`src/rtl/pattern_seq_ctrl.sv`:
```
// rtl/pattern_seq_ctrl.sv - table-driven burst sequencer for the pattern/DAC generator
module pattern_seq_ctrl #(
    parameter int DEPTH     = 4,
    parameter int IDX_W     = 2,
    parameter int LAUNCH_TO = 15
) (
    input  logic             clk,
    input  logic             rst,
    input  logic             wr_en,
    input  logic [IDX_W-1:0] wr_addr,
    input  logic [55:0]      wr_data,
    input  logic [IDX_W:0]   num_entries,
    input  logic [7:0]       loop_num,
    input  logic             start_req,
    input  logic             stop_req,
    input  logic             gen_busy,
    output logic             gen_pwm_en,
    output logic [7:0]       gen_pat,
    output logic [7:0]       gen_duty_num,
    output logic [15:0]      gen_pulse_dessert,
    output logic [7:0]       gen_pulse_num,
    output logic             seq_busy,
    output logic             seq_done,
    output logic             seq_err,
    output logic [IDX_W-1:0] cur_idx,
    output logic [7:0]       loop_cnt
);
    localparam int TO_W = $clog2(LAUNCH_TO + 1);
    localparam logic [IDX_W:0] MAX_ENT = (IDX_W + 1)'(DEPTH);
    localparam logic [TO_W-1:0] TO_LAST = TO_W'(LAUNCH_TO);

    typedef enum logic [2:0] {S_IDLE, S_LOAD, S_LAUNCH, S_DWELL, S_DRAIN, S_NEXT} state_t;

    state_t           state_q, state_d;
    logic [55:0]      tbl_q [DEPTH];
    logic             pwm_q, pwm_d;
    logic [7:0]       pat_q, pat_d, duty_q, duty_d, pnum_q, pnum_d;
    logic [15:0]      dessert_q, dessert_d;
    logic [15:0]      dwell_cnt_q, dwell_cnt_d;
    logic [TO_W-1:0]  to_cnt_q, to_cnt_d;
    logic             busy_q, busy_d, done_q, done_d, err_q, err_d, stop_q, stop_d;
    logic [IDX_W-1:0] idx_q, idx_d;
    logic [7:0]       loops_q, loops_d, loop_num_q, loop_num_d;
    logic [IDX_W:0]   n_ent_q, n_ent_d;
    logic [55:0]      entry;
    logic             timeout;

    assign entry = tbl_q[idx_q];

    // The table has no reset; it is only writable while the sequencer is idle.
    always_ff @(posedge clk) begin
        if (wr_en && state_q == S_IDLE) begin
            tbl_q[wr_addr] <= wr_data;
        end
    end

    always_comb begin
        state_d     = state_q;
        pat_d       = pat_q;
        duty_d      = duty_q;
        dessert_d   = dessert_q;
        pnum_d      = pnum_q;
        dwell_cnt_d = dwell_cnt_q;
        to_cnt_d    = to_cnt_q;
        err_d       = err_q;
        stop_d      = stop_q;
        idx_d       = idx_q;
        loops_d     = loops_q;
        loop_num_d  = loop_num_q;
        n_ent_d     = n_ent_q;
        timeout     = 1'b0;

        if (state_q != S_IDLE && stop_req) begin
            stop_d = 1'b1;
        end

        case (state_q)
            S_IDLE: begin
                if (start_req && num_entries != '0 && num_entries <= MAX_ENT) begin
                    idx_d      = '0;
                    loops_d    = '0;
                    err_d      = 1'b0;
                    stop_d     = 1'b0;
                    n_ent_d    = num_entries;
                    loop_num_d = loop_num;
                    state_d    = S_LOAD;
                end
            end
            S_LOAD: begin
                pat_d       = entry[7:0];
                duty_d      = entry[15:8];
                dessert_d   = entry[31:16];
                pnum_d      = entry[39:32];
                dwell_cnt_d = (entry[55:40] == 16'd0) ? 16'd1 : entry[55:40];
                to_cnt_d    = '0;
                state_d     = (entry[15:8] == 8'd0 || entry[7:0] == 8'd0) ? S_NEXT : S_LAUNCH;
            end
            S_LAUNCH: begin
                if (gen_busy) begin
                    state_d = (pnum_q != 8'd0) ? S_DRAIN : S_DWELL;
                end else if (to_cnt_q == TO_LAST) begin
                    timeout = 1'b1;
                    err_d   = 1'b1;
                    state_d = S_IDLE;
                end else begin
                    to_cnt_d = to_cnt_q + 1'b1;
                end
            end
            S_DWELL: begin
                if (stop_q || stop_req || dwell_cnt_q == 16'd1) begin
                    state_d = S_DRAIN;
                end else begin
                    dwell_cnt_d = dwell_cnt_q - 16'd1;
                end
            end
            S_DRAIN: begin
                if (!gen_busy) begin
                    state_d = S_NEXT;
                end
            end
            S_NEXT: begin
                if ({1'b0, idx_q} == n_ent_q - (IDX_W + 1)'(1)) begin
                    idx_d   = '0;
                    loops_d = (loops_q == 8'hFF) ? loops_q : loops_q + 8'd1;
                end else begin
                    idx_d = idx_q + IDX_W'(1);
                end
                if (stop_q || stop_req || (loop_num_q != 8'd0 && loops_d == loop_num_q)) begin
                    state_d = S_IDLE;
                end else begin
                    state_d = S_LOAD;
                end
            end
            default: state_d = S_IDLE;
        endcase

        // pwm_en is high only while both this and the next state drive the generator,
        // so it is always low on the edge that reloads the config outputs.
        pwm_d  = (state_q == S_LAUNCH || state_q == S_DWELL) &&
                 (state_d == S_LAUNCH || state_d == S_DWELL);
        busy_d = (state_q != S_IDLE) && (state_d != S_IDLE);
        done_d = (state_q != S_IDLE) && (state_d == S_IDLE) && !timeout;
    end

    always_ff @(posedge clk) begin
        if (rst) begin
            state_q     <= S_IDLE;
            pwm_q       <= 1'b0;
            pat_q       <= '0;
            duty_q      <= '0;
            dessert_q   <= '0;
            pnum_q      <= '0;
            dwell_cnt_q <= '0;
            to_cnt_q    <= '0;
            busy_q      <= 1'b0;
            done_q      <= 1'b0;
            err_q       <= 1'b0;
            stop_q      <= 1'b0;
            idx_q       <= '0;
            loops_q     <= '0;
            loop_num_q  <= '0;
            n_ent_q     <= '0;
        end else begin
            state_q     <= state_d;
            pwm_q       <= pwm_d;
            pat_q       <= pat_d;
            duty_q      <= duty_d;
            dessert_q   <= dessert_d;
            pnum_q      <= pnum_d;
            dwell_cnt_q <= dwell_cnt_d;
            to_cnt_q    <= to_cnt_d;
            busy_q      <= busy_d;
            done_q      <= done_d;
            err_q       <= err_d;
            stop_q      <= stop_d;
            idx_q       <= idx_d;
            loops_q     <= loops_d;
            loop_num_q  <= loop_num_d;
            n_ent_q     <= n_ent_d;
        end
    end

    assign gen_pwm_en        = pwm_q;
    assign gen_pat           = pat_q;
    assign gen_duty_num      = duty_q;
    assign gen_pulse_dessert = dessert_q;
    assign gen_pulse_num     = pnum_q;
    assign seq_busy          = busy_q;
    assign seq_done          = done_q;
    assign seq_err           = err_q;
    assign cur_idx           = idx_q;
    assign loop_cnt          = loops_q;
endmodule

```
`config.mk`:
```
export PLATFORM = sky130hd
export DESIGN_NAME = pattern_seq_ctrl
export DESIGN_NICKNAME = d
export VERILOG_FILES = /design/src/rtl/pattern_seq_ctrl.sv
export SDC_FILE = /design/constraint.sdc
export NUM_CORES = 1
export LEC_CHECK = 0
export ABC_AREA = 1
export ABC_CLOCK_PERIOD_IN_PS = 6800
export CAP_MARGIN = 25
export CORE_UTILIZATION = 45
export CTS_CLUSTER_SIZE = 30
export DETAILED_ROUTE_END_ITERATION = 6
export MAX_ROUTING_LAYER = met4
export PLACE_DENSITY = 0.66
export SETUP_SLACK_MARGIN = 0.2
export SLEW_MARGIN = 5
export SYNTH_ARGS = -nofsm -noshare
export SYNTH_HDL_FRONTEND = slang
export SYNTH_SLANG_ARGS = --single-unit
```
`constraint.sdc`:
```
create_clock -name clk -period 6.8 [get_ports clk]
set_input_delay 1.02 -clock clk [delete_from_list [all_inputs] [get_ports clk]]
set_output_delay 1.02 -clock clk [all_outputs]
set_load 0.005 [all_outputs]
```
# Yosys cells after proc, flatten, opt, wreduce, memory -nomap -nowiden

Memory sizes are Yosys's and may differ from the RTL's. A register that Yosys moved wholly into a read port is not among the register bits.
Index checks and enable logic that the tools add are counted.

Reduce and logical (&&, ||, !) cells: 35
Equal/unequal tests: 17
Order comparisons: 1
Muxes and demuxes: 37
Add/subtract/negate cells: 5

Operators by type and width:

| operator                                             | count |
|---|---|
| 2-to-1 mux 16 bit                                    | 2 |
| 2-to-1 mux 8 bit                                     | 4 |
| case mux 16 bit (2 select lines)                     | 1 |
| 2-to-1 mux 3 bit                                     | 7 |
| case mux 3 bit (6 select lines)                      | 1 |
| equality test 16 x 1 -> 1 bit, second input constant | 1 |
| zero test 16 bit                                     | 1 |
| zero test 8 bit                                      | 2 |
| case mux 8 bit (2 select lines)                      | 1 |
| nonzero test 8 bit                                   | 2 |
| subtractor 16 x 1 -> 16 bit, second input constant   | 1 |
| equality test 3 x 2 -> 1 bit, second input constant  | 4 |
| 2-to-1 mux 1 bit                                     | 12 |
| logical AND 1 bit                                    | 9 |
| nonzero test 3 bit                                   | 3 |
| adder 8 x 1 -> 8 bit, second input constant          | 1 |
| equality test 8 bit                                  | 1 |
| equality test 8 bit, second input constant           | 1 |
| 2-to-1 mux 2 bit                                     | 4 |
| 2-to-1 mux 4 bit                                     | 2 |
| inequality test 2 bit, second input constant         | 4 |
| case mux 4 bit (2 select lines)                      | 1 |
| nonzero test 2 bit                                   | 4 |
| equality test 3 bit, second input constant           | 2 |
| other kinds (16)                                     | 24 |

Output and inout bits: 54
Word-level logic and storage cells: 112
Memories kept: 1
Input port bits: 75
Flip-flop bits (word level): 89
Memory bits (writable): 224

Memory list:

| memory | depth | width | rd ports | clocked after Yosys merged registers in | wr ports | line | RTL |
|---|---|---|---|---|---|---|---|
| tbl_q  | 4     | 56    | 1        | 1                                       | 1        | 35   | `logic [55:0] tbl_q [DEPTH];` |

# Longest topological paths before layout

Depth in word-level cells: 12
Depth in mapped cells: 19

# Worst setup path before layout

No wires, ideal clock.

Kind: input-to-reg
From: in wr_addr[1]
To: mem tbl_q[0][0], enable pin
Path slack: 1.322 ns
Arrival time: 4.938 ns
Required time: 6.261 ns
Cell stages on the path: 1
Setup time: 0.539 ns
Path buffers: 0
Cell sequence: nor3_1

RTL lines:

| element     | line | RTL |
|---|---|---|
| from (decl) | 10   | `input logic [IDX_W-1:0] wr_addr,` |
| to (decl)   | 35   |  |

Straight into the memory's write port.

==> qor.json <==
{
  "route": {
    "wire_per_inst_um": 16.59,
    "drt-met1-wl_mm": 13.29,
    "dr_wl_met3_mm": 1.714,
    "via_count": 9420,
    "met2_length_mm": 14.09,
    "detail_route.wirelength_mm": 29.71,
    "ant_nets": 0,
    "detail_route.drc_violations": 0,
    "routed_via_density": 5.260,
    "first_pass_iters": 5,
    "detailed_route_iter0_violations": 806,
    "top_layer": "met4"
  },
  "clock_tree": {
    "clk_path_buf_depth": 3,
    "post_cts_resized": 0,
    "tritoncts": "done",
    "clk_latency_ps": 510,
    "clock_sinks": 315,
    "cts.repair_timing.setup_buffer_count": 0,
    "htree_levels": 2,
    "clkSlewWorstSetupHoldPaths_ps": 60,
    "clock-root-buffer": "sky130_fd_sc_hd__clkbuf_16",
    "cts_hold_buf": 0,
    "cts_made_buffers": 35
  },
  "logic_synthesis": {
    "synth_area_per_cell_sq_um": 10.21,
    "synth.yosys.warnings": 0,
    "number_of_enable_type_register_cells_in_the_synthesized_netlist": 224,
    "synth.top_cells.by_area": "sky130_fd_sc_hd__edfxtp_1 52%, sky130_fd_sc_hd__dfxtp_1 14%, sky130_fd_sc_hd__nand2_1 7.7%, sky130_fd_sc_hd__o21ai_0 4.7%, sky130_fd_sc_hd__nand3_1 4.4%",
    "netlist.area_leader.share_pct": 51.86,
    "synth.net_count": 1351,
    "ys_seq_area_share_pct": 65.90,
    "synthesis.instances": 1271,
    "yosys.area.top_type": "sky130_fd_sc_hd__edfxtp_1",
    "dominantRegCellSynth": "sky130_fd_sc_hd__edfxtp_1",
    "synth_area_sq_mm": 0.01297,
    "ys_types": 43,
    "synth_async_sr_flop_share_pct": 0,
    "most_instantiated_cells_after_synthesis": "266 x sky130_fd_sc_hd__nand2_1, 224 x sky130_fd_sc_hd__edfxtp_1, 143 x sky130_fd_sc_hd__nor2_1",
    "postSynthRegisterBits": 315,
    "post-synth-top-count-cell": "sky130_fd_sc_hd__nand2_1"
  },
  "power_and_ir_drop": {
    "p_leak_nw": 5.765,
    "sw_frac_of_total_pct": 21.92,
    "power.internal_mw": 3.499,
    "seq_power_share_pct": 48.8,
    "pwr-share-clk_pct": 43.3,
    "total_switching_power_mw": 0.9824,
    "power.combinational.fraction_pct": 7.9,
    "vdd_drop_max_uv": 165.6,
    "power-per-cell-area_mw_per_mm2": 283.7,
    "total_power_mw": 4.481
  },
  "worst_setup_path": {
    "crit_path_cell_trace": "clkdlybuf4s50_1 > buf_4 > inv_2 > buf_4 > nand2_1 > o21ai_0",
    "crit_type": "primary input to flip-flop",
    "crit_path_end_kind": "flip-flop",
    "critical_path_arrival_ps": 3290,
    "crit_slowest_cell": "sky130_fd_sc_hd__inv_2",
    "critical-path-top-delay-family": "buffers and inverters",
    "cp.required_ps": 7210,
    "worst_setup_path_start_kind": "primary input",
    "critical_path.most_common_cell": "sky130_fd_sc_hd__buf_4",
    "cp_slowest_stage_delay_ps": 580,
    "path_buf_inv": 4,
    "largest_fanout_on_the_critical_path": 41
  },
  "sta": {
    "setup_repair_after_global_routing_missed_its_margin": "false",
    "max_freq_mhz": 346.6,
    "fin_crit_sh_pct": 42.44,
    "setup_total_negative_slack_ps": 0,
    "setup_viol": 0,
    "timing.final.max_slew_violations": 0,
    "shortest_period_the_worst_path_allows_ps": 2886,
    "count_of_endpoints_failing_hold_in_the_final_timing_report": 0,
    "maxSlewHeadroom_pct": 36.79,
    "finClkSkew_ps": 22.84,
    "tightestPinTransition_ps": 948.2
  },
  "run": {
    "max_cap_viol_count": 0
  },
  "global_routing": {
    "grt_antenna_before_repair": 2,
    "overall_overflow_remaining_after_global_route": 0,
    "grt_first_pass_wirelength_mm": 46.15,
    "grt_max_degree": 108,
    "first_global_vias": 8779,
    "grt_util_all_layers_pct": 20.91
  },
  "cells_and_area": {
    "utilization_pct": 56.23,
    "layout.filler_cells": 2417,
    "syn2layout_area_growth_pct": 21.75,
    "layout-drive-gt1-share_pct": 7.442,
    "layout.nets": 1466,
    "layout.cells.non_filler": 1791
  },
  "die": {
    "std_cell_rows": 61,
    "placeableCoreArea_sq_mm": 0.02809,
    "floorplan.die.height_um": 171.8,
    "chipWidth_um": 171.8,
    "design.die.area_sq_mm": 0.02951,
    "initial_utilization_pct": 46.18,
    "number_of_placed_i_o_pins": 129
  },
  "placement": {
    "cells_after_dpl": 1725,
    "dp_hpwl_mm": 17.22,
    "gp_congestion": 0.8982,
    "placement.io_buffers": 128
  },
  "hold_path": {
    "path_type_of_the_worst_min_delay_path": "flip-flop to flip-flop"
  },
  "run_status": {
    "result_of_the_run": "finished clean"
  }
}
[flip-flops by register name, summed over array words and instances (netlist names), named ones only]
name,cells
seq_err,1
cur_idx,2
dwell_cnt_q,16
loop_cnt,8
gen_pulse_dessert,16
gen_duty_num,8
seq_busy,1
gen_pat,8
tbl_q,224
gen_pwm_en,1
stop_q,1
state_q,3
n_ent_q,3
loop_num_q,8
seq_done,1
gen_pulse_num,8
to_cnt_q,4
[power groups by stage]
stage / Combinational, mW / Clock [mW] / Sequential [mW]
finish: 0.352 / 1.94 / 2.19
global route: 0.393 / 2.05 / 2.19
CTS: 0.354 / 1.98 / 2.19
detailed placement: 0.353 / 0 / 2.23
global placement: 0.346 / 0 / 2.22
floorplan: 0.196 / 0 / 2.22
[cell families after synthesis]
logic type	Yosys count	share of synthesized area, %
fa+ha+maj	5	0.4823
flops	315	65.90
simple gates	569	18.73
compound gates	233	9.646
xor+xnor	6	0.4051
buf+inv	143	4.833
[layer usage]
metal	GRT usage, %	vias to the layer above
met5	-	-
met4	6.041	0
met3	3.590	47
met2	34.20	264
met1	26.75	4479
li1	-	4630
[path summary, 6_finish.rpt]
kind / start / endpoint / slack [ps] / depth (start not counted)
min: dwell_cnt_q[14]$_SDFFE_PP0P_ / dwell_cnt_q[14]$_SDFFE_PP0P_ / 470 / 2
max: rst / gen_duty_num[6]$_SDFFE_PP0P_ / 3910 / 6
max reg2reg: flip-flop / seq_busy$_SDFF_PP0_ / 4130 / 14
min reg2reg: dwell_cnt_q[14]$_SDFFE_PP0P_ / dwell_cnt_q[14]$_SDFFE_PP0P_ / 470 / 2
[stage by stage]
step | worst slack, ps | hold WS (ps) | area [sq um]
final | 3914 | 472.6 | 15790
after global routing | 3747 | 491.4 | 15790
after CTS | 3944 | 475.1 | 15730
after detailed placement | 3446 | 465.7 | 14510
after global placement | 3499 | 456.6 | 14510
after floorplan | 1322 | 433.2 | 12970
[worst min-delay path: cells and delay by family (launching register included)]
family	cells	cell delay, ps
flip-flops	1	310
AO/OA/AOI/OAI	1	50
AND/OR/NAND/NOR	1	60
[layout make-up]
| cell class | instances | area [sq um] | share of cell area [%] |
|---|---|---|---|
| Clock buffer | 48 | 1060 | 6.711 |
| Sequential cell | 315 | 8553 | 54.16 |
| Inverter | 81 | 306.5 | 1.941 |
| Tap cell | 378 | 473.0 | 2.995 |
| Multi-Input combinational cell | 813 | 3821 | 24.20 |
| Antenna cell | 2 | 5.005 | 0.03169 |
| Timing Repair Buffer | 140 | 1411 | 8.937 |
| Clock inverter | 14 | 162.7 | 1.030 |
[cell usage in the layout (no fill, tap or decap), drive strengths merged, types with 2 or more instances in the layout]
cell / instances
clkdlybuf4s50: 128
inv: 82
a31oi: 31
o22ai: 7
nand2: 270
dfxtp: 91
a21oi: 42
o21ai: 142
clkinvlp: 2
o22a: 4
bufinv: 3
clkbuf: 48
buf: 12
a211oi: 3
or2: 2
nand3: 115
ha: 5
edfxtp: 224
nor2: 150
nor3: 17
clkinv: 8
nor4: 2
nand4: 10
xor2: 5
diode: 2
(Power assumes the default switching activity.)
